`src/rtl/alu_arbiter_if.sv`:
```
// alu_arbiter_if: requester, ALU and response signals of the shared-ALU arbiter.
interface alu_arbiter_if #(
   parameter int DATA_W = 32,
   parameter int CTRL_W = 5
);
   logic              req0_valid;
   logic              req1_valid;
   logic              req0_ready;
   logic              req1_ready;
   logic [DATA_W-1:0] req0_in1;
   logic [DATA_W-1:0] req0_in2;
   logic [DATA_W-1:0] req1_in1;
   logic [DATA_W-1:0] req1_in2;
   logic [CTRL_W-1:0] req0_ctrl;
   logic [CTRL_W-1:0] req1_ctrl;
   logic [DATA_W-1:0] alu_in1;
   logic [DATA_W-1:0] alu_in2;
   logic [CTRL_W-1:0] alu_ctrl;
   logic [DATA_W-1:0] alu_out;
   logic              alu_flag;
   logic              rsp_valid;
   logic              rsp_ready;
   logic [DATA_W-1:0] rsp_data;
   logic              rsp_flag;
   logic              rsp_src;

   modport slave (
      input  req0_valid, req1_valid, req0_in1, req0_in2, req1_in1, req1_in2,
      input  req0_ctrl, req1_ctrl, alu_out, alu_flag, rsp_ready,
      output req0_ready, req1_ready, alu_in1, alu_in2, alu_ctrl,
      output rsp_valid, rsp_data, rsp_flag, rsp_src
   );

   modport master (
      output req0_valid, req1_valid, req0_in1, req0_in2, req1_in1, req1_in2,
      output req0_ctrl, req1_ctrl, alu_out, alu_flag, rsp_ready,
      input  req0_ready, req1_ready, alu_in1, alu_in2, alu_ctrl,
      input  rsp_valid, rsp_data, rsp_flag, rsp_src
   );
endinterface

```
`src/rtl/alu_arbiter.sv`:
```
// alu_arbiter: round-robin two-port arbiter feeding a shared ALU through an
// issue register, with a result register returned under valid/ready.
module alu_arbiter #(
   parameter int DATA_W = 32,
   parameter int CTRL_W = 5
) (
   input logic         clk,
   input logic         rst_n,
   alu_arbiter_if.slave io_bus
);
   logic              r_iss_valid;
   logic [DATA_W-1:0] r_iss_in1;
   logic [DATA_W-1:0] r_iss_in2;
   logic [CTRL_W-1:0] r_iss_ctrl;
   logic              r_iss_src;
   logic              r_rsp_valid;
   logic [DATA_W-1:0] r_rsp_data;
   logic              r_rsp_flag;
   logic              r_rsp_src;
   logic              r_last_grant;

   logic              w_res_load;
   logic              w_iss_load;
   logic              w_winner;
   logic              w_accept;
   logic [DATA_W-1:0] w_in1;
   logic [DATA_W-1:0] w_in2;
   logic [CTRL_W-1:0] w_ctrl;

   assign w_res_load = r_iss_valid & (!r_rsp_valid | io_bus.rsp_ready);
   assign w_iss_load = !r_iss_valid | w_res_load;
   assign w_winner   = (io_bus.req0_valid & io_bus.req1_valid) ? !r_last_grant : io_bus.req1_valid;
   // rst_n gates acceptance so no ready is seen while reset is held
   assign w_accept   = rst_n & w_iss_load & (io_bus.req0_valid | io_bus.req1_valid);

   assign w_in1  = w_winner ? io_bus.req1_in1  : io_bus.req0_in1;
   assign w_in2  = w_winner ? io_bus.req1_in2  : io_bus.req0_in2;
   assign w_ctrl = w_winner ? io_bus.req1_ctrl : io_bus.req0_ctrl;

   assign io_bus.req0_ready = w_accept & !w_winner & io_bus.req0_valid;
   assign io_bus.req1_ready = w_accept &  w_winner & io_bus.req1_valid;

   assign io_bus.alu_in1  = r_iss_in1;
   assign io_bus.alu_in2  = r_iss_in2;
   assign io_bus.alu_ctrl = r_iss_ctrl;

   assign io_bus.rsp_valid = r_rsp_valid;
   assign io_bus.rsp_data  = r_rsp_data;
   assign io_bus.rsp_flag  = r_rsp_flag;
   assign io_bus.rsp_src   = r_rsp_src;

   always_ff @(posedge clk or negedge rst_n) begin
      if (!rst_n) begin
         r_iss_valid  <= 1'b0;
         r_iss_in1    <= '0;
         r_iss_in2    <= '0;
         r_iss_ctrl   <= '0;
         r_iss_src    <= 1'b0;
         r_last_grant <= 1'b1;
      end else if (w_iss_load) begin
         r_iss_valid <= w_accept;
         if (w_accept) begin
            r_iss_in1    <= w_in1;
            r_iss_in2    <= w_in2;
            r_iss_ctrl   <= w_ctrl;
            r_iss_src    <= w_winner;
            r_last_grant <= w_winner;
         end
      end
   end

   always_ff @(posedge clk or negedge rst_n) begin
      if (!rst_n) begin
         r_rsp_valid <= 1'b0;
         r_rsp_data  <= '0;
         r_rsp_flag  <= 1'b0;
         r_rsp_src   <= 1'b0;
      end else if (w_res_load) begin
         r_rsp_valid <= 1'b1;
         r_rsp_data  <= io_bus.alu_out;
         r_rsp_flag  <= io_bus.alu_flag;
         r_rsp_src   <= r_iss_src;
      end else if (io_bus.rsp_ready) begin
         r_rsp_valid <= 1'b0;
      end
   end
endmodule

```
`src/flat_wrapper.sv`:
```
// flat-port wrapper written by rule: the top's interface ports become plain ports
module alu_arbiter_flat 
#(
   parameter int DATA_W = 32,
   parameter int CTRL_W = 5
)
  (clk, rst_n, io_bus_req0_valid, io_bus_req1_valid, io_bus_req0_in1, io_bus_req0_in2, io_bus_req1_in1, io_bus_req1_in2, io_bus_req0_ctrl, io_bus_req1_ctrl, io_bus_alu_out, io_bus_alu_flag, io_bus_rsp_ready, io_bus_req0_ready, io_bus_req1_ready, io_bus_alu_in1, io_bus_alu_in2, io_bus_alu_ctrl, io_bus_rsp_valid, io_bus_rsp_data, io_bus_rsp_flag, io_bus_rsp_src);
  alu_arbiter_if #(.DATA_W(DATA_W), .CTRL_W(CTRL_W)) io_bus_i ();
  input logic clk;
  input logic rst_n;
  input wire logic [$bits(io_bus_i.req0_valid)-1:0] io_bus_req0_valid;
  input wire logic [$bits(io_bus_i.req1_valid)-1:0] io_bus_req1_valid;
  input wire logic [$bits(io_bus_i.req0_in1)-1:0] io_bus_req0_in1;
  input wire logic [$bits(io_bus_i.req0_in2)-1:0] io_bus_req0_in2;
  input wire logic [$bits(io_bus_i.req1_in1)-1:0] io_bus_req1_in1;
  input wire logic [$bits(io_bus_i.req1_in2)-1:0] io_bus_req1_in2;
  input wire logic [$bits(io_bus_i.req0_ctrl)-1:0] io_bus_req0_ctrl;
  input wire logic [$bits(io_bus_i.req1_ctrl)-1:0] io_bus_req1_ctrl;
  input wire logic [$bits(io_bus_i.alu_out)-1:0] io_bus_alu_out;
  input wire logic [$bits(io_bus_i.alu_flag)-1:0] io_bus_alu_flag;
  input wire logic [$bits(io_bus_i.rsp_ready)-1:0] io_bus_rsp_ready;
  output wire logic [$bits(io_bus_i.req0_ready)-1:0] io_bus_req0_ready;
  output wire logic [$bits(io_bus_i.req1_ready)-1:0] io_bus_req1_ready;
  output wire logic [$bits(io_bus_i.alu_in1)-1:0] io_bus_alu_in1;
  output wire logic [$bits(io_bus_i.alu_in2)-1:0] io_bus_alu_in2;
  output wire logic [$bits(io_bus_i.alu_ctrl)-1:0] io_bus_alu_ctrl;
  output wire logic [$bits(io_bus_i.rsp_valid)-1:0] io_bus_rsp_valid;
  output wire logic [$bits(io_bus_i.rsp_data)-1:0] io_bus_rsp_data;
  output wire logic [$bits(io_bus_i.rsp_flag)-1:0] io_bus_rsp_flag;
  output wire logic [$bits(io_bus_i.rsp_src)-1:0] io_bus_rsp_src;
  assign io_bus_i.req0_valid = io_bus_req0_valid;
  assign io_bus_i.req1_valid = io_bus_req1_valid;
  assign io_bus_i.req0_in1 = io_bus_req0_in1;
  assign io_bus_i.req0_in2 = io_bus_req0_in2;
  assign io_bus_i.req1_in1 = io_bus_req1_in1;
  assign io_bus_i.req1_in2 = io_bus_req1_in2;
  assign io_bus_i.req0_ctrl = io_bus_req0_ctrl;
  assign io_bus_i.req1_ctrl = io_bus_req1_ctrl;
  assign io_bus_i.alu_out = io_bus_alu_out;
  assign io_bus_i.alu_flag = io_bus_alu_flag;
  assign io_bus_i.rsp_ready = io_bus_rsp_ready;
  assign io_bus_req0_ready = io_bus_i.req0_ready;
  assign io_bus_req1_ready = io_bus_i.req1_ready;
  assign io_bus_alu_in1 = io_bus_i.alu_in1;
  assign io_bus_alu_in2 = io_bus_i.alu_in2;
  assign io_bus_alu_ctrl = io_bus_i.alu_ctrl;
  assign io_bus_rsp_valid = io_bus_i.rsp_valid;
  assign io_bus_rsp_data = io_bus_i.rsp_data;
  assign io_bus_rsp_flag = io_bus_i.rsp_flag;
  assign io_bus_rsp_src = io_bus_i.rsp_src;
  alu_arbiter #(.DATA_W(DATA_W), .CTRL_W(CTRL_W)) u_core (.clk(clk), .rst_n(rst_n), .io_bus(io_bus_i));
endmodule
```
`config.mk`:
```
export PLATFORM = sky130hd
export DESIGN_NAME = alu_arbiter_flat
export DESIGN_NICKNAME = d
export VERILOG_FILES = /design/src/rtl/alu_arbiter_if.sv /design/src/rtl/alu_arbiter.sv /design/src/flat_wrapper.sv
export SDC_FILE = /design/constraint.sdc
export NUM_CORES = 1
export LEC_CHECK = 0
export ABC_AREA = 1
export BUFFER_PORTS_ARGS = -buffer_cell sky130_fd_sc_hd__buf_2
export CAP_MARGIN = 20
export CORE_MARGIN = 2
export CORE_UTILIZATION = 25
export CTS_CLUSTER_SIZE = 24
export DETAILED_ROUTE_END_ITERATION = 8
export GPL_TIMING_DRIVEN = 0
export PLACE_DENSITY = 0.55
export RECOVER_POWER = 50
export SLEW_MARGIN = 5
export SYNTH_ARGS = -nofsm -noshare
export SYNTH_HDL_FRONTEND = slang
export SYNTH_SLANG_ARGS = --single-unit
```
`constraint.sdc`:
```
create_clock -name clk -period 3.86 [get_ports clk]
set_input_delay 0.386 -clock clk [delete_from_list [all_inputs] [get_ports clk]]
set_output_delay 0.386 -clock clk [all_outputs]
set_load 0.05 [all_outputs]
```
==> impl_metrics.env <==
export IMPL_synth_cell_types=16
export IMPL_antenna_found_initial=4
export IMPL_async_reset_ff_frac=1.00
export IMPL_clk_path_buf_depth=2
export IMPL_post_place_ws_ns=1.39
export IMPL_grt_pass1_wl_um=28600
export IMPL_ys_warn_count=0
export IMPL_slew_headroom=0.568
export IMPL_cp_common_cell="buf_2"
export IMPL_wl_per_cell_um=14.2
export IMPL_crit_path_cell_trace="dlygate4sd3_1, buf_6, buf_16, nand3_1, buf_2, a21oi_1, buf_2"
export IMPL_ctsResizeCount=0
export IMPL_r2r_start="u_core.r_last_grant"
export IMPL_grt_use_total=0.168
export IMPL_finalPower_w=0.00424
export IMPL_first_global_vias=5218
export IMPL_clk_latency_ns=0.35
export IMPL_reg2reg_slack_ns=2.07
export IMPL_numCtsBuffers=9
export IMPL_fmax_mhz=339
export IMPL_clkTransAtPathRegs_ns=0.08
export IMPL_ctsHoldBuffers=1
export IMPL_avgSynthCellArea_um2=7.36
export IMPL_tritoncts="yes"
export IMPL_coreArea_um2=20100
export IMPL_layout_drive_gt1_share=0.285
export IMPL_end_kind="primary output"
export IMPL_total_leakage_power_nw=4.18
export IMPL_fin_crit_ns=2.95
export IMPL_worstSetupPathType="input pin to primary output"
export IMPL_slowest_stage="dlygate4sd3_1"
export IMPL_fillCellCount=2183
export IMPL_synth_seq_cells=107
export IMPL_synth_nets=867
export IMPL_die_w_um=147
export IMPL_finClkSkew_ns=0.0137
export IMPL_place_congestion=0.789
export IMPL_tns_ns=0
export IMPL_irDropWorstVdd_uv=186
export IMPL_fin_nets=1160
export IMPL_powerDensity_nw_per_um2=594
export IMPL_drt_iter0_drc=235
export IMPL_routed_via_count=5371
export IMPL_cp_start_kind="input pin"
export IMPL_drv_slew=0
export IMPL_finalHoldViolations=0
export IMPL_place_area_um2=6860
export IMPL_critPathMaxStageDelay_ns=0.54
export IMPL_rsz0062_at_grt="no"
export IMPL_mostFrequentLayoutCells="nand2_1, buf_2, dfrtp_1"
export IMPL_timing_final_crit_share=0.764
export IMPL_post_dp_hpwl_um=13600
export IMPL_cp_startpoint="rst_n"
export IMPL_h_tree_depth=3
export IMPL_drc=0
export IMPL_cts_root_buf="clkbuf_16"
export IMPL_synthToLayoutAreaGrowth_pct=40.5
export IMPL_final_area_um2=7150
export IMPL_synthFlopType="dfrtp_1"
export IMPL_viasPerCell=4.26
export IMPL_io_buffers=280
export IMPL_worstPathArrival_ns=2.56
export IMPL_hold_path_class="input pin to flop"
export IMPL_setup_viol=0
export IMPL_synth_yosys_seq_area_share=0.527
export IMPL_worstHoldStart="io_bus_alu_out[20]"
export IMPL_worst_slack_ns=0.912
export IMPL_die_area_um2=21500
export IMPL_required_ns=3.47
export IMPL_drt_pass1_iterations=5
export IMPL_route_final_wire_length_um=17900
export IMPL_fp_dieH_um=147
export IMPL_rows=52
export IMPL_worst_path_max_fanout=55
export IMPL_start_util=0.253
export IMPL_io_pins=282
export IMPL_cts_sinks=107
export IMPL_grt_start_max_net_pins=56
export IMPL_run_status="complete, no violations"
export IMPL_worst_pin_slew_ns=0.651
export IMPL_syn_area_um2=5090
export IMPL_cts_setup_buffers=0
export IMPL_synthCells=691
export IMPL_overflow=0
export IMPL_synth_edff_count=0
export IMPL_antenna_left=0
export IMPL_maxCapViolCount=0
export IMPL_final_common_cell="nand2_1"
routing by layer:
metal	share of wire	vias up	GRT usage	wire length [µm]
li1	-	2746	-	-
met1	0.45	2431	0.220	8020
met2	0.47	171	0.275	8330
met3	0.069	19	0.0441	1230
met4	0.014	4	0.0485	258
met5	0.0017	-	0	31
final timing paths:
path,endpoint,cells after the start
setup / recovery,io_bus_req0_ready,7
hold / removal,u_core.io_bus.rsp_data[20],3
max in group asynchronous,u_core.r_last_grant,3
hold reg to reg,u_core.io_bus.rsp_data[24],2
setup reg to reg,u_core.io_bus.alu_ctrl[1],7
min in group asynchronous,u_core.io_bus.alu_in2[0],2
synthesized netlist by cell type (2+ instances only):
cell type	instances	share of area
dfrtp_1	106	0.52
inv_1	2	0.0015
nand3_1	104	0.10
nand2_2	2	0.0025
o21ai_0	2	0.0020
nand2_1	421	0.31
buf_4	7	0.010
inv_2	2	0.0015
buf_6	2	0.0044
buf_2	18	0.018
clkbuf_1	20	0.015
final cells by class:
type,count,area (µm²),share of cell area
clock buffer,9,225,0.0315
inverter,4,15.0,0.00210
clock inverter,7,108,0.0151
buffer,47,240,0.0336
sequential,107,2680,0.375
antenna,2,5.00,0.000700
timing repair buffer,282,1380,0.194
multi-input combinational,533,2150,0.301
tap,270,338,0.0473
sequential cells by signal, indices dropped and copies added (netlist names):
register and count:
u_core.io_bus.alu_ctrl 5, u_core.io_bus.alu_in1 32, u_core.io_bus.alu_in2 32, u_core.io_bus.rsp_data 32
u_core.io_bus.rsp_flag 1, u_core.io_bus.rsp_src 1, u_core.io_bus.rsp_valid 1, u_core.r_iss_src 1
u_core.r_iss_valid 1, u_core.r_last_grant 1
metrics by stage:
step	cells	hold WS [ns]	utilization
final	1261	0.257	0.355
after global placement	1241	0.450	0.340
after CTS	1259	0.243	0.358
after global routing	1260	0.255	0.355
after floorplan	691	0.0904	-
after detailed placement	1242	0.385	0.341
worst max-delay path, delay by kind of cell:
kind / cells / cell delay (ns)
simple gates: 1 / 0.17
buf+inv: 5 / 1.82
compound gates: 1 / 0.13
power by group:
| part | leakage [nW] | internal [W] | switching (W) |
|---|---|---|---|
| registers | 1.33 | 0.00136 | 0.000127 |
| logic | 2.69 | 0.000372 | 0.00134 |
| clock network | 0.160 | 0.000582 | 0.000461 |
logic make-up (layout without fill, tap and decap cells):
kind of cell	after synthesis	count (layout)	synth area share
AND/OR/NAND/NOR	530	530	0.420
other	0	2	0
flip-flops	107	107	0.527
AO/OA/AOI/OAI	3	3	0.00295
buffers and inverters	51	349	0.0502
Note: power is estimated with default switching activity, not from simulation.
